## config.mk

```make
export PLATFORM = sky130hd
export DESIGN_NAME = tick_bcd_counter_flat
export DESIGN_NICKNAME = d
export VERILOG_FILES = /design/src/rtl/tick_bcd_counter_if.sv /design/src/rtl/tick_bcd_counter.sv /design/src/flat_wrapper.sv
export SDC_FILE = /design/constraint.sdc
export NUM_CORES = 1
export LEC_CHECK = 0
export CAP_MARGIN = 30
export CORE_ASPECT_RATIO = 2
export CORE_MARGIN = 2
export CORE_UTILIZATION = 50
export CTS_CLUSTER_SIZE = 8
export DETAILED_ROUTE_END_ITERATION = 10
export GPL_TIMING_DRIVEN = 0
export HOLD_SLACK_MARGIN = 0.08
export PLACE_DENSITY = 0.84
export SYNTH_ARGS = -nofsm -noshare
export SYNTH_HDL_FRONTEND = slang
export SYNTH_SLANG_ARGS = --single-unit
```

## constraint.sdc

```tcl
create_clock -name clk_in -period 4.5 [get_ports clk_in]
set_input_delay 0.9 -clock clk_in [delete_from_list [all_inputs] [get_ports clk_in]]
set_output_delay 0.9 -clock clk_in [all_outputs]
set_load 0.03 [all_outputs]
```

## src/rtl/tick_bcd_counter_if.sv

```systemverilog
// Signal bundle between the clock divider / control logic and tick_bcd_counter.
// master: the side that drives clk_slow and the counter controls.
// slave : the counter itself, which returns tick, bcd and carry.
interface tick_bcd_counter_if #(
  parameter int DIGITS = 4
);
  logic                  clk_slow;
  logic                  en;
  logic                  clr;
  logic                  load;
  logic [4*DIGITS-1:0]   load_val;
  logic                  tick;
  logic [4*DIGITS-1:0]   bcd;
  logic                  carry;

  modport master (
    output clk_slow, en, clr, load, load_val,
    input  tick, bcd, carry
  );

  modport slave (
    input  clk_slow, en, clr, load, load_val,
    output tick, bcd, carry
  );
endinterface

```

## src/rtl/tick_bcd_counter.sv

```systemverilog
// tick_bcd_counter: turns rising edges of the divided clock clk_slow into
// single-cycle ticks in the clk_in domain and counts them in a DIGITS-wide
// BCD counter with enable, synchronous clear, parallel load and wrap carry.
//
// Build option: define TICK_BCD_SYNC_EN to put a two-flop synchronizer on
// clk_slow ahead of the edge detector (needed whenever clk_slow is not a
// registered signal of the clk_in domain). Tick latency is then two clk_in
// edges longer; everything else is identical.
module tick_bcd_counter #(
  parameter int DIGITS = 4
) (
  input  logic              clk_in,
  input  logic              reset,
  tick_bcd_counter_if.slave bus
);

  logic                  level;
  logic                  prev;
  logic                  rise;
  logic                  tick_p2;
  logic [4*DIGITS-1:0]   bcd_p2;
  logic                  carry_p2;
  logic [4*DIGITS:0]     inc_res;

  // BCD increment: returns {wrap, next_value}. A digit >= 9 that advances
  // rolls to 0 and passes the advance on, so non-BCD digits (10..15) left by
  // a load also roll to 0. wrap is set only if every digit rolled over.
  function automatic logic [4*DIGITS:0] bcd_inc(input logic [4*DIGITS-1:0] val);
    logic [4*DIGITS-1:0] res;
    logic                adv;
    logic [3:0]          d;
    res = val;
    adv = 1'b1;
    for (int i = 0; i < DIGITS; i++) begin
      d = val[4*i +: 4];
      if (adv) begin
        if (d >= 4'd9) begin
          res[4*i +: 4] = 4'd0;
        end else begin
          res[4*i +: 4] = d + 4'd1;
          adv           = 1'b0;
        end
      end
    end
    return {adv, res};
  endfunction

`ifdef TICK_BCD_SYNC_EN
  logic sync_p0;
  logic sync_p1;

  // Stage p0/p1: two-flop synchronizer bringing clk_slow into the clk_in domain
  always_ff @(posedge clk_in or negedge reset) begin
    if (!reset) begin
      sync_p0 <= 1'b0;
      sync_p1 <= 1'b0;
    end else begin
      sync_p0 <= bus.clk_slow;
      sync_p1 <= sync_p0;
    end
  end

  assign level = sync_p1;
`else
  // clk_slow is already a registered clk_in-domain signal from the divider
  assign level = bus.clk_slow;
`endif

  // prev starts at 0, so a level already high at reset release counts as a rise
  assign rise    = level & ~prev;
  assign inc_res = bcd_inc(bcd_p2);

  // Edge detector history and registered tick; tick ignores en/clr/load
  always_ff @(posedge clk_in or negedge reset) begin
    if (!reset) begin
      prev    <= 1'b0;
      tick_p2 <= 1'b0;
    end else begin
      prev    <= level;
      tick_p2 <= rise;
    end
  end

  // Stage p2: counter update, priority clr > load > counted rise > hold
  always_ff @(posedge clk_in or negedge reset) begin
    if (!reset) begin
      bcd_p2   <= '0;
      carry_p2 <= 1'b0;
    end else if (bus.clr) begin
      bcd_p2   <= '0;
      carry_p2 <= 1'b0;
    end else if (bus.load) begin
      bcd_p2   <= bus.load_val;
      carry_p2 <= 1'b0;
    end else if (rise && bus.en) begin
      bcd_p2   <= inc_res[4*DIGITS-1:0];
      carry_p2 <= inc_res[4*DIGITS];
    end else begin
      carry_p2 <= 1'b0;
    end
  end

  assign bus.tick  = tick_p2;
  assign bus.bcd   = bcd_p2;
  assign bus.carry = carry_p2;

endmodule

```

## src/flat_wrapper.sv

```systemverilog
// flat-port wrapper written by rule: the top's interface ports become plain ports
module tick_bcd_counter_flat 
#(
  parameter int DIGITS = 4
)
  (clk_in, reset, bus_clk_slow, bus_en, bus_clr, bus_load, bus_load_val, bus_tick, bus_bcd, bus_carry);
  tick_bcd_counter_if #(.DIGITS(DIGITS)) bus_i ();
  input  logic clk_in;
  input  logic reset;
  input wire logic [$bits(bus_i.clk_slow)-1:0] bus_clk_slow;
  input wire logic [$bits(bus_i.en)-1:0] bus_en;
  input wire logic [$bits(bus_i.clr)-1:0] bus_clr;
  input wire logic [$bits(bus_i.load)-1:0] bus_load;
  input wire logic [$bits(bus_i.load_val)-1:0] bus_load_val;
  output wire logic [$bits(bus_i.tick)-1:0] bus_tick;
  output wire logic [$bits(bus_i.bcd)-1:0] bus_bcd;
  output wire logic [$bits(bus_i.carry)-1:0] bus_carry;
  assign bus_i.clk_slow = bus_clk_slow;
  assign bus_i.en = bus_en;
  assign bus_i.clr = bus_clr;
  assign bus_i.load = bus_load;
  assign bus_i.load_val = bus_load_val;
  assign bus_tick = bus_i.tick;
  assign bus_bcd = bus_i.bcd;
  assign bus_carry = bus_i.carry;
  tick_bcd_counter #(.DIGITS(DIGITS)) u_core (.clk_in(clk_in), .reset(reset), .bus(bus_i));
endmodule
```

==> impl_results.md <==
* Delay-heaviest family, CP: buffers and inverters
* Vias/cell at 6.15
* Clk slew on worst S/H paths at 70 ps
* Placed insts at 220
* Multi-input gate area at 747 um^2
* Final critical-path share of the clock period at 0.599
* Die area at 3140 um^2
* Synth Area per Inst at a little under 9 um^2
* Worst setup path class: in -> reg
* Post-synth EDFFs at 0
* Endpoints failing hold at 0
* PostCTS Resize Cnt at 0
* Drt first pass iters at 5
* Bufs on Longest Clock Path at 2
* CP bufs+invs at 3
* Area Overhead vs Synth at 34.3%
* Hold Slack at 448 ps
* Most area-consuming cells after synthesis: dfrtp_1 35%, ha_1 11%, inv_1 4.8%, a221oi_1 3.9%, a311oi_1 3.9%
* CTS tree: done
* Cells after Synth at ~150
* Num CTS Buffers at 3
* Crit-path max cell delay at 510 ps
* Critical-path cell list: clkdlybuf4s50_1 > and3b_1 > clkbuf_1 > nand3_1 > buf_2 > o41ai_1 > o21ai_1
* Ys async rst share at 1.00
* Highest clock rate at 371 MHz
* Setup TNS at 0 ps
* RSZ-0062 raised after global routing: no
* Pin count of the biggest net entering global routing at 20
* Post-synthesis xor/xnor area fraction at 0
* Yosys reg bits at 19
* R2R cell count at 7
* Worst vdd ir at 0.267 mV
* Post-Synth Simple-Gate Area at 0.210
* Crit Path Max Fanout at 10
* Worst hold path type: reg -> reg
* Reg area at 475 um^2
* Max-cap violations at 0
* Slew margin rel. at 0.389
* Library cells used by synthesis at 39
* Fillers at 226
* Pwr dens at roughly 240 nW/um^2
* Layout Utilization at 0.710
* WL per Instance at 16.5 um
* Placeable Area at 2540 um^2
* GPL Wtd Cong at just under 0.8
* Share of cells above drive strength 1 at 0.0459
* Ant. Diodes at 0
* Top sig layer: met4
* Placement Rows at 26
* Worst r2r src: u_core.bus.bcd[5]
* Sequential share of the synthesized area at 0.354
* Stages on worst setup path at 7
* Post-synthesis mux area share at 0
* Cell Count, Final, Fillers Out at around 220
* Final setup fails at 0
* CP endpoint: u_core.bus.bcd[15]
* Primary FF master, synth: dfrtp_1
* Clock Tree Root: clkbuf_8
* Share of the synthesized area in the top cell type at 0.354
* Number of global-route vias before repair at 1406
* End of the worst register-to-register path: u_core.bus.bcd[6]
* Final worst slack at 1800 ps
* Die X at 40.6 um
* HPWL after detailed placement at 2830 um
* Initial DRC Count at 47
* Reg2reg setup slack at 2290 ps
* CP startpoint: bus_clk_slow
* CP max stage cell: clkdlybuf4s50_1
* Max Clock Skew at approximately 2.8 ps
* Routed met1 length at roughly 1300 um
* Tmin final at 2700 ps
* Total gr overflow at 0
* I/O Buffers at 38
* IO Pins at 40
* First-pass GRT wire length at 5840 um
* Slew Viols, Final at 0
* DRC violations left at 0
* Initial cell density of the core at 0.529
* Critical path data required time at 4640 ps
* Die Height at about 77 um
* CP Data Arrival Time at 2830 ps
* CTS sink count at 19
* Post-Synth Adder-Cell Area at 0.112
* CP Launch Type: primary input
* Largest family of logic cells by synthesized area: compound AO/OA/AOI/OAI gates
* Yosys warning count at 0
* Leak pwr at 0.000755 uW
* GRT Total Usage at 0.255
* Worst-Skew Late Latency at 250 ps
* Met2 Wirelength at between 2000 and 2500 um
* Initial antenna violation count at 0
* Vias at 1378
* H-Tree Depth at 1
* Metal3 WL at 155 um
* Status: completed
* DP Worst Slack at approximately 1600 ps
* Hold Buf Count CTS at 0
* Net count after synthesis at 188
* Post-Syn Area at 1340 um^2
* Nets at 231
* Synth Area in Compound Gates at 0.235
* Postcts setup bufs at 0
* Post-synth top cells: 19 x dfrtp_1, 17 x inv_1, 12 x ha_1, 12 x nor2_1
* Total wire length at about 3700 um
* Top-count cell post-synth: dfrtp_1
* CP Capture Type: register
* Dominant cell type by area after synthesis: dfrtp_1
* Routed Antenna Nets at 0
* Worst Tran Pin Value at ~900 ps
==> how the worst min path moves through the flow <==
stage / to / cells past startpoint / startpoint / slack [ps]
finish: u_core.bus.tick / 1 / u_core.prev / 450
global route: u_core.bus.tick / 1 / u_core.prev / 460
CTS: u_core.bus.tick / 1 / u_core.prev / 450
detailed placement: u_core.bus.tick / 1 / u_core.prev / 440
global placement: u_core.bus.tick / 1 / u_core.prev / 430
floorplan: u_core.bus.tick / 1 / u_core.prev / 410
==> metrics by stage <==
stage | total power (uW) | instance area [um^2]
detailed placement | 323 | 1760
finish | 441 | 1800
CTS | 440 | 1800
global placement | 319 | 1760
floorplan | 265 | 1340
global route | 460 | 1800
==> where the power goes <==
part	switching, uW	total, uW	internal (uW)
Sequential	14.5	195	181
Clock	57.9	121	62.9
Combinational	68.6	126	56.9
Total	141	441	300
==> flip-flops by register name (all words and copies together) (netlist names) <==
name              count
u_core.bus.bcd       16
u_core.bus.tick       1
u_core.prev           1
u_core.bus.carry      1
==> cells in the final DEF (no fill, tap or decap), types with 8 or more instances in the layout <==
cell type / count
clkdlybuf4s50_1: 38
dfrtp_1: 19
inv_1: 17
nor2_1: 12
ha_1: 12
nand2_1: 8
clkbuf_1: 8
a21oi_1: 8
==> cell type report <==
type	count	area share
multi-input combinational	106	0.415
sequential	19	0.264
timing repair buffer	38	0.211
inverter	19	0.0396
buffer	10	0.0264
clock buffer	4	0.0250
tap	28	0.0194
==> metal layers <==
metal,vias to the layer above,GRT usage
met5,-,0
met4,0,0.123
met3,10,0.0318
met2,50,0.454
met1,670,0.259
li1,648,-
==> kinds of logic (layout without fill, tap and decap cells) <==
logic type                 Yosys count  after routing
AOI/OAI and AO/OA                   44             44
adders and majority gates           12             12
buffers and inverters               29             71
DFF                                 19             19
and+or+nand+nor                     50             50
No activity file was read; power rests on OpenSTA's default activity.
